$ cat config.mk
export PLATFORM = sky130hd
export DESIGN_NAME = vip_luma_gain_ctrl
export DESIGN_NICKNAME = d
export VERILOG_FILES = /design/src/rtl/vip_luma_gain_ctrl.sv
export SDC_FILE = /design/constraint.sdc
export NUM_CORES = 1
export LEC_CHECK = 0
export ABC_AREA = 1
export CAP_MARGIN = 0
export CORE_ASPECT_RATIO = 1.4
export CORE_MARGIN = 8
export CORE_UTILIZATION = 60
export CTS_BUF_LIST = sky130_fd_sc_hd__clkbuf_8
export CTS_CLUSTER_DIAMETER = 60
export DETAILED_ROUTE_END_ITERATION = 8
export PLACE_DENSITY = 0.79
export SLEW_MARGIN = 15
export SYNTH_ARGS = -nofsm -noshare
export SYNTH_HDL_FRONTEND = slang
export SYNTH_SLANG_ARGS = --single-unit
export TNS_END_PERCENT = 10
$ cat constraint.sdc
create_clock -name clk -period 9.2 [get_ports clk]
set_input_delay 2.76 -clock clk [delete_from_list [all_inputs] [get_ports clk]]
set_output_delay 2.76 -clock clk [all_outputs]
set_load 0.05 [all_outputs]
$ cat src/rtl/vip_luma_gain_ctrl.sv
// Frame-level auto-brightness controller: accumulates luma per frame, divides for the mean and
// steps a signed Y offset toward a target. Optional IIR smoothing of the mean: VIP_LUMA_IIR_EN.
module vip_luma_gain_ctrl #(
  parameter int unsigned ACC_W    = 32,
  parameter int unsigned CNT_W    = 24,
  parameter int unsigned MAX_OFS  = 64,
  parameter int unsigned DEADBAND = 2
) (
  input  logic       clk,
  input  logic       rst,
  input  logic       frame_vsync,
  input  logic       frame_clken,
  input  logic [7:0] frame_Y,
  input  logic       cfg_enable,
  input  logic [7:0] cfg_target,
  input  logic [3:0] cfg_step,
  output logic [7:0] Y_up,
  output logic [7:0] Y_down,
  output logic [7:0] frame_mean,
  output logic       frame_done,
  output logic       overrun,
  output logic       busy
);

  localparam int unsigned DcW = $clog2(ACC_W);

  typedef enum logic [1:0] {StIdle, StAcc, StDiv, StUpd} state_e;

  state_e             state_q, state_d;
  logic               vsync_d, fall_q;
  logic               rise, fall;
  logic [ACC_W-1:0]   acc_q;
  logic [CNT_W-1:0]   cnt_q;
  logic [ACC_W-1:0]   rem_q, quo_q;
  logic [DcW-1:0]     div_cnt_q;
  logic signed [9:0]  ofs_q;

  logic [ACC_W:0]     acc_sum, shifted, trial;
  logic [7:0]         q_sat, mean_ctl;
  logic signed [8:0]  err;
  logic [8:0]         abs_err;
  logic signed [10:0] ofs_sum, ofs_d, ofs_neg, max_pos;

  assign rise = frame_vsync & ~vsync_d;
  assign fall = ~frame_vsync & vsync_d;
  assign busy = (state_q == StDiv) || (state_q == StUpd);

  always_comb begin
    state_d = state_q;
    unique case (state_q)
      StIdle: if (rise) state_d = StAcc;
      // fall is acted on one cycle late so the divider loads from a settled accumulator
      StAcc:  if (fall_q) state_d = (cnt_q == '0) ? StIdle : StDiv;
      StDiv:  if (div_cnt_q == DcW'(ACC_W - 1)) state_d = StUpd;
      StUpd:  state_d = StIdle;
      default: state_d = StIdle;
    endcase
  end

  always_ff @(posedge clk or posedge rst) begin
    if (rst) begin
      state_q <= StIdle;
      vsync_d <= 1'b0;
      fall_q  <= 1'b0;
    end else begin
      state_q <= state_d;
      vsync_d <= frame_vsync;
      fall_q  <= fall;
    end
  end

  assign acc_sum = {1'b0, acc_q} + (ACC_W + 1)'(frame_Y);
  assign shifted = {rem_q, quo_q[ACC_W-1]};
  assign trial   = shifted - {1'b0, ACC_W'(cnt_q)};

  always_ff @(posedge clk or posedge rst) begin
    if (rst) begin
      acc_q     <= '0;
      cnt_q     <= '0;
      rem_q     <= '0;
      quo_q     <= '0;
      div_cnt_q <= '0;
    end else begin
      if (state_q == StIdle && rise) begin
        acc_q <= frame_clken ? ACC_W'(frame_Y) : '0;
        cnt_q <= frame_clken ? CNT_W'(1) : '0;
      end else if (state_q == StAcc && frame_vsync && frame_clken) begin
        acc_q <= acc_sum[ACC_W] ? '1 : acc_sum[ACC_W-1:0];
        if (cnt_q != '1) cnt_q <= cnt_q + CNT_W'(1);
      end
      if (state_q == StAcc && state_d == StDiv) begin
        quo_q     <= acc_q;
        rem_q     <= '0;
        div_cnt_q <= '0;
      end else if (state_q == StDiv) begin
        div_cnt_q <= div_cnt_q + DcW'(1);
        if (!trial[ACC_W]) begin
          rem_q <= trial[ACC_W-1:0];
          quo_q <= {quo_q[ACC_W-2:0], 1'b1};
        end else begin
          rem_q <= shifted[ACC_W-1:0];
          quo_q <= {quo_q[ACC_W-2:0], 1'b0};
        end
      end
    end
  end

  assign q_sat = (|quo_q[ACC_W-1:8]) ? 8'hFF : quo_q[7:0];

`ifdef VIP_LUMA_IIR_EN
  logic [7:0] ms_q;
  logic       seeded_q;
  logic [9:0] ms_sum;

  assign ms_sum   = {2'b00, ms_q} + {1'b0, ms_q, 1'b0} + {2'b00, q_sat};
  assign mean_ctl = seeded_q ? ms_sum[9:2] : q_sat;

  always_ff @(posedge clk or posedge rst) begin
    if (rst) begin
      ms_q     <= '0;
      seeded_q <= 1'b0;
    end else if (state_q == StUpd) begin
      ms_q     <= mean_ctl;
      seeded_q <= 1'b1;
    end
  end
`else
  assign mean_ctl = q_sat;
`endif

  assign max_pos = 11'(MAX_OFS);

  always_comb begin
    err     = $signed({1'b0, mean_ctl}) - $signed({1'b0, cfg_target});
    abs_err = err[8] ? 9'(-err) : 9'(err);
    ofs_sum = 11'(ofs_q);
    if (err[8]) ofs_sum = 11'(ofs_q) + $signed({7'b0, cfg_step});
    else        ofs_sum = 11'(ofs_q) - $signed({7'b0, cfg_step});
    if (ofs_sum > max_pos)       ofs_sum = max_pos;
    else if (ofs_sum < -max_pos) ofs_sum = -max_pos;
    ofs_d = 11'(ofs_q);
    if (!cfg_enable)                  ofs_d = '0;
    else if (32'(abs_err) > DEADBAND) ofs_d = ofs_sum;
    ofs_neg = -ofs_d;
  end

  always_ff @(posedge clk or posedge rst) begin
    if (rst) begin
      ofs_q      <= '0;
      Y_up       <= '0;
      Y_down     <= '0;
      frame_mean <= '0;
      frame_done <= 1'b0;
      overrun    <= 1'b0;
    end else begin
      frame_done <= (state_q == StUpd);
      if (state_q == StUpd) begin
        frame_mean <= mean_ctl;
        ofs_q      <= ofs_d[9:0];
        Y_up       <= (ofs_d > 0) ? ofs_d[7:0] : 8'd0;
        Y_down     <= (ofs_d < 0) ? ofs_neg[7:0] : 8'd0;
      end
      if (rise && busy) overrun <= 1'b1;
    end
  end

endmodule

==> summary.txt, run 1 <==
Final setup fails = 0
Slowest stage delay, CP = 410 ps
CTS resizes = 0
Worst-Skew Late Latency = 470 ps
DRC = 0
Fin crit period = 6946 ps
Ant diodes = 0
Number of routed nets with antenna violations = 0
Clock buffer depth = 2
Max FO, Critical Path = 13
Critical path class = in -> reg
Slew @ Worst Pin = 1020 ps
Area contributors post-synth = dfrtp_1 (36%), nand2_1 (12%), inv_1 (8.0%)
Synth Flop Type = dfrtp_1
Final TNS setup = 0 ps
Post-Syn Area per Cell = 7.325 µm²
Root Driver = clkbuf_8
Run status = completed
Die area = 23810 µm²
GRT overflow = 0
Share of the synthesized area in the top cell type = 36.09%
Max-slew violation count = 0
Fraction of the yosys area taken by sequential cells = 36.09%
DP HPWL = 21470 µm
CP Capture Type = flop
Filler instances = 1693
CTS tree = yes
Clock skew = 17.61 ps
Post-Syn Nets = 1646
Synth warnings = 0
Die H = 179.4 µm
Critical path's top delay family = simple AND/OR/NAND/NOR gates
Max-slew headroom at the worst pin = 31.73%
Most used cell, CP = nand2_1
Ys async rst share = 100.0%
Max Cap Viol = 0
Clock buffer count from CTS = 17
# port buffers = 51
DRT Wirelength = 28410 µm
Core ar. = 18990 µm²
Mapped Cells = 1562
Drt wl/cell = 15.25 µm
Fmax = 0.1440 GHz
Final #Nets = 1686
Initial antenna violation count = 0
Pre-Repair DR Iteration Count = 6
Final core area utilization = 66.07%
Horiz. Die Dim = 132.7 µm
Seq cells post-synth = 165
Initial Util = 60.24%
# IOs = 52
Yosys top cell by area = dfrtp_1
CP Buf/Inv Count = 6
CP max-delay cell = clkdlybuf4s50_1
Hold WC Path Type = reg -> reg
Maximum number of pins on one net before global-route repair = 94
Unrepaired setup endpoints after global routing = false
DRT iter0 DRCs = 688
Post-route cell area = 12550 µm²
Area growth from synthesis to final layout = 9.689%
CP startpoint kind = primary input
Placed cell areas = 12160 µm²
CP arrival = 7310 ps
Cts hold-fix bufs = 0
# clock sinks = 165
First-pass GRT wire length = 48050 µm
Hold Path Cell Cnt = 1
CTS H-Tree Depth = 4
Final Hold Vio Count = 0
WP data required = 9560 ps
Number of synthesized flops with an enable pin = 0
Vias in the first global route = 10380
Postcts setup bufs = 0
DR vias = 10540
Worst-case reg-to-reg path depth = 35
GR Util All Layers = 24.45%
Via/cell ratio = 5.657
Row count = 60
Clk slew on worst S/H paths = 100 ps
WHS = 479.1 ps
Synth cell types = 62
Share of layout cells above drive strength 1 = 7.059%
RePlAce Congestion = 0.9102
Synthesized cell area = 11440 µm²
CP Depth = 34
Tcrit/Tclk final = 75.50%
## sequential cells by signal, summed over array words and instances, names as in the netlist, 2 cells and up
name and flops:
cnt_q 24, rem_q 32, div_cnt_q 5, Y_down 8, state_q 2, quo_q 32, ofs_q 10, Y_up 8
frame_mean 8, acc_q 32
## cells in the mapped netlist, drive strengths merged (4+ instances only)
master    n
nand2   389
nand3    81
a211oi    4
o21ai   110
a22oi     4
fa        4
buf       9
a221o     4
a31oi    12
ha       55
xnor2    13
o22ai    12
dfrtp   165
o211ai   23
a21o      5
nor3     32
a21oi    86
nor4     10
nand4    17
o221ai   30
xor2     29
o21bai    8
or2       6
inv     249
nor2    152
clkbuf   29
## cell type report
cell class / count / area [µm²] / area share (%)
multi-input cells: 1107 / 6197 / 49.38
inverters: 252 / 953.4 / 7.597
repair buffers: 59 / 570.5 / 4.546
flip-flops and latches: 165 / 4129 / 32.90
well taps: 248 / 310.3 / 2.473
clock inverters: 14 / 141.4 / 1.127
clock buffers: 18 / 247.7 / 1.974
## per-layer routing
metal  wire (µm)  global-route usage, %  vias to the layer above
li1            -                      -                     5222
met1       11660                  27.98                     4978
met2       14380                  43.46                      249
met3        1070                  3.906                       90
met4        1293                  12.86                        0
met5           0                      0                        -
## logic make-up (layout without fill, tap and decap cells)
kind of cell,Yosys count,after routing,share of synthesized area [%]
adder cells (fa/ha/maj),59,59,6.715
flip-flops,165,165,36.09
AO/OA/AOI/OAI,317,317,17.20
XOR/XNOR,42,42,3.347
AND/OR/NAND/NOR,689,689,26.82
buffers and inverters,290,343,9.832
## path summary, 6_finish.rpt
path / startpoint / to / slack (ps)
min in group asynchronous: rst / Y_down[3] / 2850
setup / recovery: cfg_target[0] / Y_down[6] / 2250
max in group asynchronous: rst / cnt_q[2] / 4930
hold / removal: overrun / overrun / 480
hold reg to reg: overrun / overrun / 480
setup reg to reg: quo_q[31] / Y_down[6] / 3600
## stage by stage
step	setup slack (ps)	instances
floorplan	1978	1562
global placement	1906	1831
detailed placement	1796	1831
CTS	2289	1863
global route	1755	1863
finish	2254	1863
## cells in the final DEF, fill, tap and decap left out, types with 9 or more instances in the layout
cell and count:
nor3_1 30, o21ai_1 15, a31oi_1 12, xnor2_1 12
ha_1 55, clkdlybuf4s50_1 51, o211ai_1 23, nand2_4 9
nor2_1 138, inv_1 242, xor2_1 28, dfrtp_1 165
nand2_2 18, o21ai_0 94, nand2_1 362, nand3_1 73
o22ai_1 12, nand4_1 16, nor4_1 9, o221ai_1 30
clkbuf_8 18, a21oi_1 81, nor2_2 10
## worst register-to-register path, delay by kind of cell, from the launching register on
kind	cells	cell delay, ps
AOI/OAI and AO/OA	4	690
buffers and inverters	6	470
adders and majority gates	4	1170
and+or+nand+nor	20	2580
xor gates and xnor gates	1	200
DFF	1	390
Power of run 1 is not shown: default switching activity piles up to over one toggle a cycle in this logic, so the estimate is an artifact.
==> run 2: changes to the inputs <==
==> constraint.sdc (replaced) <==
create_clock -name clk -period 6.49 [get_ports clk]
set_input_delay 1.947 -clock clk [delete_from_list [all_inputs] [get_ports clk]]
set_output_delay 1.947 -clock clk [all_outputs]
set_load 0.05 [all_outputs]
==> run 2 against run 1 <==
Against the previous run:
- global-route usage grew 0.29 points
- clock-buffer cell count shrank 1
- via count grew 0.53%
- worst setup slack lost 1800 ps
- register-to-register slack lost 2600 ps
- clock skew grew 1.7 ps
- first-iteration DRC count grew 21%
- die area is the same
- hold slack gained 6.9 ps
- critical path depth grew 2
- final cell count grew 0.38%
- flip-flop and latch count is the same
==> summary.txt, run 2 (synthesized netlist as in run 1, its figures left out) <==
Clock buffer count from CTS = 17 (unchanged)
Clk slew on worst S/H paths = 100 ps (about the same)
Number of routed nets with antenna violations = 0 (unchanged)
Slowest stage delay, CP = 410 ps (about the same)
Share of layout cells above drive strength 1 = 7.460% (+0.40 points)
Final setup fails = 0 (unchanged)
Clock skew = 19.32 ps (+1.712 ps)
DRT Wirelength = 28970 µm (+2.0%)
Tcrit/Tclk final = 92.90%
Most common cell after layout, fill and taps aside = nand2_1
Vias in the first global route = 10260 (-1.2%)
CP arrival = 6390 ps (-920 ps)
# IOs = 52 (unchanged)
CTS tree = yes
Core ar. = 18990 µm² (unchanged)
Drt wl/cell = 15.49 µm (+1.6%)
Placed cell areas = 12210 µm² (+0.43%)
Max FO, Critical Path = 7 (-6)
Area growth from synthesis to final layout = 10.45%
GRT overflow = 0 (unchanged)
Clock buffer depth = 2 (unchanged)
CP max-delay cell = clkdlybuf4s50_1
RePlAce Congestion = 0.9278 (+1.9%)
Die H = 179.4 µm (unchanged)
CP Capture Type = flop
Final #Nets = 1693 (+0.42%)
Critical path's top delay family = simple AND/OR/NAND/NOR gates
WP data required = 6850 ps (-2710 ps)
Horiz. Die Dim = 132.7 µm (unchanged)
Most used cell, CP = nand2_1
Most frequent cells in the layout = nand2_1 (362), inv_1 (242), dfrtp_1 (165)
Via/cell ratio = 5.666 (+0.16%)
Worst-Skew Late Latency = 470 ps (about the same)
DP HPWL = 21660 µm (+0.85%)
CP startpoint kind = primary input
DRC = 0 (unchanged)
Post-route cell area = 12640 µm² (+0.70%)
Postcts setup bufs = 0 (unchanged)
Die area = 23810 µm² (unchanged)
Initial antenna violation count = 0 (unchanged)
Max-slew headroom at the worst pin = 30.66% (-1.1 points)
Row count = 60 (unchanged)
Root Driver = clkbuf_8
Max Cap Viol = 0 (unchanged)
Unrepaired setup endpoints after global routing = false
Fmax = 0.1659 GHz
CTS resizes = 0 (unchanged)
Final TNS setup = 0 ps (unchanged)
# clock sinks = 165 (unchanged)
Critical path class = in -> reg
Maximum number of pins on one net before global-route repair = 118 (+26%)
DRT iter0 DRCs = 831 (+21%)
Top Registers = acc_q (32), quo_q (32), rem_q (32)
Slew @ Worst Pin = 1040 ps (+19.69 ps)
Ant diodes = 0 (unchanged)
Pre-Repair DR Iteration Count = 5 (-1)
Hold WC Path Type = reg -> reg
First-pass GRT wire length = 48470 µm (+0.88%)
Final core area utilization = 66.53% (+0.46 points)
DR vias = 10600 (+0.53%)
Max-slew violation count = 0 (unchanged)
# port buffers = 51 (unchanged)
Fin crit period = 6029 ps
CP Buf/Inv Count = 5 (-1)
Final Hold Vio Count = 0 (unchanged)
Run status = completed
GR Util All Layers = 24.75% (+0.29 points)
CTS H-Tree Depth = 4 (unchanged)
Cts hold-fix bufs = 0 (unchanged)
Initial Util = 60.24% (unchanged)
[run 2: cell count changes in the layout (fill, tap and decap cells not counted)]
cell,before,now
buf_4,8,15
bufinv_16,1,2
clkbuf_8,18,17
clkinv_4,2,1
clkinv_8,0,3
clkinvlp_4,5,2
inv_6,3,7
inv_8,3,0
[run 2: final cells by class]
cell class	instances	area, µm²
Inverter	252	953.4
Fill cell	1648	6356
Multi-Input combinational cell	1107	6197
Clock buffer	17	234.0
Clock inverter	15	190.2
Timing Repair Buffer	66	623.1
Tap cell	248	310.3
Sequential cell	165	4129
[run 2: per-stage QoR]
step | setup WS (ps) | hold slack [ps] | std cells
2_1_floorplan | 81.32 | 437.8 | 1562
3_3_place_gp | 146.4 | 455.8 | 1838
3_5_place_dp | 18.99 | 456.6 | 1838
4_1_cts | 502.6 | 487.8 | 1870
5_1_grt | 8.076 | 492.8 | 1870
6_report | 461.1 | 486.0 | 1870
[run 2: layer usage]
metal | GRT usage [%] | share of wire, %
met4 | 11.30 | 3.7
met2 | 45.07 | 52
met1 | 28.12 | 40
met3 | 3.823 | 3.9
met5 | 0 | 0
[run 2: worst paths after layout]
check / startpoint / end / slack (ps) / cells past startpoint
worst max-delay path: cfg_target[0] / Y_down[6] / 460 / 36
worst min-delay path: overrun / overrun / 490 / 1
worst max register to register: quo_q[31] / Y_down[6] / 1000 / 38
worst min register to register: overrun / overrun / 490 / 1
max in group asynchronous: rst / quo_q[9] / 3410 / 3
min in group asynchronous: rst / Y_up[6] / 2110 / 2
Power of run 2 is left out for the same reason.
==> run 3: changes to the inputs <==
--- a/config.mk
+++ b/config.mk
@@ -5,7 +5,7 @@
 export SDC_FILE = /design/constraint.sdc
 export NUM_CORES = 1
 export LEC_CHECK = 0
-export ABC_AREA = 1
+export ABC_AREA = 0
 export CAP_MARGIN = 0
 export CORE_ASPECT_RATIO = 1.4
 export CORE_MARGIN = 8
==> run 3 against run 2 <==
Against the previous run:
- synthesized cell count is 20% lower
- final area decreased by 0.14%
- clock skew increased by 8.4 ps
- worst setup slack worse by 270 ps
- non-clock buffer count increased by 62
- die area decreased by 5.6%
- core utilization is 4.4 points higher
- sequential share of layout area barely moved
- via count down 7.6%
- critical path depth is 13 lower
- area after synthesis fell by 6.3%
==> summary.txt, run 3 <==
Run status = completed
Clock skew = 27.69 ps (+8.375 ps)
Max Cap Viol = 0 (unchanged)
Initial Util = 60.32% (+0.087 points)
Top Registers = acc_q (32), quo_q (32), rem_q (32)
CP arrival = 6700 ps (+310 ps)
Area growth from synthesis to final layout = 17.66%
DRC = 0 (unchanged)
Via/cell ratio = 6.107 (+7.8%)
Maximum number of pins on one net before global-route repair = 84 (-29%)
CP startpoint kind = primary input
Vias in the first global route = 9764 (-4.8%)
Die H = 174.2 µm (-2.9%)
Mapped Cells = 1254 (-20%)
Synth Flop Type = dfrtp_1
Most used cell, CP = o31ai_2
Max-slew headroom at the worst pin = 42.95% (+12 points)
Synth cell types = 91 (+47%)
# clock sinks = 165 (unchanged)
Most frequent cells in the layout = nand2_1 (183), dfrtp_1 (165), nor2_1 (89)
Horiz. Die Dim = 129.0 µm (-2.8%)
Post-Synth Adder-Cell Area = 7.268% (+0.55 points)
Largest family of logic cells by synthesized area = compound AO/OA/AOI/OAI gates
Multiplexer share of the synthesized area = 1.587% (+1.6 points)
Filler instances = 1394 (-15%)
DP HPWL = 20500 µm (-5.4%)
CTS H-Tree Depth = 4 (unchanged)
Final Hold Vio Count = 0 (unchanged)
Compound-cell area share of the yosys netlist = 21.64% (+4.4 points)
Final #Nets = 1434 (-15%)
Ant diodes = 0 (unchanged)
Slew @ Worst Pin = 852.6 ps (-187.5 ps)
CP cell instances = clkdlybuf4s50_1 > inv_1 > ha_4 > or2_4 > a21o_4 > o21a_1 > nor2_1 > a21o_1 > inv_2 > fa_2 > and2b_1 > o211ai_1 > a2111oi_2 > o31ai_2 > and3b_2 > nor4_4 > o311ai_2 > o32a_4 > buf_12 > o32ai_4 > a211oi_2 > and3_1 > o31ai_2
DRT Wirelength = 28580 µm (-1.3%)
Worst reg2reg path startpoint = quo_q[26]
Worst-case reg-to-reg path depth = 25 (-34%)
Seq cells post-synth = 165 (unchanged)
WHS = 496.1 ps (+10.06 ps)
Clk slew on worst S/H paths = 120 ps (+20 ps)
Fmax = 0.1587 GHz (-4.3%)
Cts hold-fix bufs = 0 (unchanged)
Tcrit/Tclk final = 97.07% (+4.2 points)
CTS tree = yes
Yosys top cell by area = dfrtp_1
CP Buf/Inv Count = 4 (-1)
Share of the synthesized area in the top cell type = 38.50% (+2.4 points)
CP max-delay cell = clkdlybuf4s50_1
WP data required = 6890 ps (+40 ps)
Synth top cells by count = nand2_1 (183), dfrtp_1 (165), nor2_1 (92), o21ai_0 (84), a21oi_1 (81)
Post-Syn Area per Cell = 8.553 µm² (+17%)
RePlAce Congestion = 0.9197 (-0.87%)
Post-Syn Nets = 1338 (-19%)
First-pass GRT wire length = 47010 µm (-3.0%)
Most common cell after layout, fill and taps aside = nand2_1
Core ar. = 17780 µm² (-6.4%)
Hold Crit Start = Y_down[7]
Worst-Skew Late Latency = 480 ps (about the same)
Hold WC Path Type = reg -> reg
CP Capture Type = flop
Max-slew violation count = 0 (unchanged)
Die area = 22470 µm² (-5.6%)
Hold Path Cell Cnt = 2 (+1)
Number of routed nets with antenna violations = 0 (unchanged)
Critical path class = in -> reg
Clock buffer depth = 2 (unchanged)
Reg2reg end = Y_down[7]
GRT overflow = 0 (unchanged)
Area contributors post-synth = dfrtp_1 (38%), ha_1 (6.4%), nand2_1 (6.4%)
Reg2Reg Setup Slack = 280 ps (-720 ps)
Fraction of the yosys area taken by sequential cells = 38.50% (+2.4 points)
Pre-Repair DR Iteration Count = 5 (unchanged)
Ys async rst share = 100.0% (unchanged)
Root Driver = clkbuf_8
Final setup fails = 0 (unchanged)
Share of layout cells above drive strength 1 = 12.91% (+5.5 points)
Synthesized cell area = 10730 µm² (-6.3%)
# port buffers = 51 (unchanged)
GR Util All Layers = 25.73% (+0.98 points)
Row count = 58 (-3.3%)
Max FO, Critical Path = 8 (+1)
Initial antenna violation count = 0 (unchanged)
DRT iter0 DRCs = 663 (-20%)
Number of synthesized flops with an enable pin = 0 (unchanged)
Critical path's top delay family = compound AO/OA/AOI/OAI gates
Drt wl/cell = 17.83 µm (+15%)
Slowest stage delay, CP = 460 ps (+50 ps)
Synth warnings = 0 (unchanged)
Most common cell in the synthesized netlist = nand2_1
Clock buffer count from CTS = 17 (unchanged)
Post-Synth Simple-Gate Area = 21.20% (-5.6 points)
DR vias = 9789 (-7.6%)
# IOs = 52 (unchanged)
Fin crit period = 6300 ps (+270.9 ps)
XOR/XNOR share of the synthesized area = 5.063% (+1.7 points)
Hold Path End = Y_down[7]
==> run 3: cell types whose count changed after synthesis, moves of 15 or more <==
cell,delta
o211ai_1,-15
nand3_1,-43
xnor2_1,+31
and3_1,+15
nand2_1,-180
nand2_2,-17
nor2_1,-47
inv_1,-164
o221ai_1,-28
a22oi_1,+31
o21ai_1,-15
nor2b_1,+15
==> run 3: cell families after synthesis <==
group | after synthesis
AND/OR/NAND/NOR | 475
AO/OA/AOI/OAI | 346
flip-flops | 165
buffers and inverters | 130
XOR/XNOR | 62
adder cells (fa/ha/maj) | 60
multiplexers | 16
==> run 3: final cells by class <==
type / count / area, µm² / share of cell area, %
inverter: 79 / 301.5 / 2.389
tap: 240 / 300.3 / 2.380
clock buffer: 19 / 261.5 / 2.072
clock inverter: 13 / 158.9 / 1.259
multi-input combinational: 959 / 6355 / 50.36
timing repair buffer: 128 / 1114 / 8.824
sequential: 165 / 4129 / 32.72
==> run 3: metrics by stage <==
stage                     std cells  utilization [%]  setup WS (ps)  cell area [µm²]  TNS, ps
after global placement         1569            67.46         -462.8            11990    -5582
after global routing           1603            70.98         -82.46            12620   -133.3
final                          1603            70.98          190.2            12620        0
after CTS                      1601            69.91       0.008882            12430        0
after floorplan                1254                -         -6.585            10790   -6.585
after detailed placement       1569            67.46         -572.7            11990    -8051
==> run 3: timing repair <==
action | 4_1_cts | 5_1_grt
buffers inserted | 0 | 2
cloned | 0 | 0
pin swaps | 1 | 25
setup endpoints to repair | 6 | 19
gates resized for setup | 2 | 31
==> run 3: routing by layer <==
metal / up-vias / global-route usage (%) / share of wire [%]
met5: - / 0 / 0
met4: 0 / 11.99 / 3.6
met3: 66 / 4.140 / 4.0
met2: 250 / 46.38 / 53
met1: 4784 / 28.61 / 40
li1: 4689 / - / -
==> run 3: worst max-delay path by stage <==
stage	depth (start not counted)	slack, ps	from	end
after floorplan	21	-7	cfg_target[5]	Y_down[6]
after global placement	21	-460	cfg_target[0]	Y_down[5]
after detailed placement	21	-570	cfg_target[0]	Y_down[5]
after CTS	23	0.009	cfg_target[0]	Y_down[5]
after global routing	23	-80	cfg_target[6]	Y_down[7]
final	23	190	cfg_target[6]	Y_down[7]
==> run 3: worst register-to-register path: stages (launching register included) <==
cell	delay, ps
dfrtp_1	430
nor4_1	470
nand4_1	150
buf_4	190
or3_1	460
ha_4	280
a21o_1	170
or3_4	380
o21a_1	210
nor2_1	110
a21o_1	120
inv_2	40
fa_2	350
and2b_1	220
o211ai_1	120
a2111oi_2	370
o31ai_2	160
and3b_2	260
nor4_4	280
o311ai_2	160
o32a_4	300
buf_12	160
o32ai_4	260
a211oi_2	110
and3_1	230
o31ai_2	160
Power of run 3 is left out for the same reason.
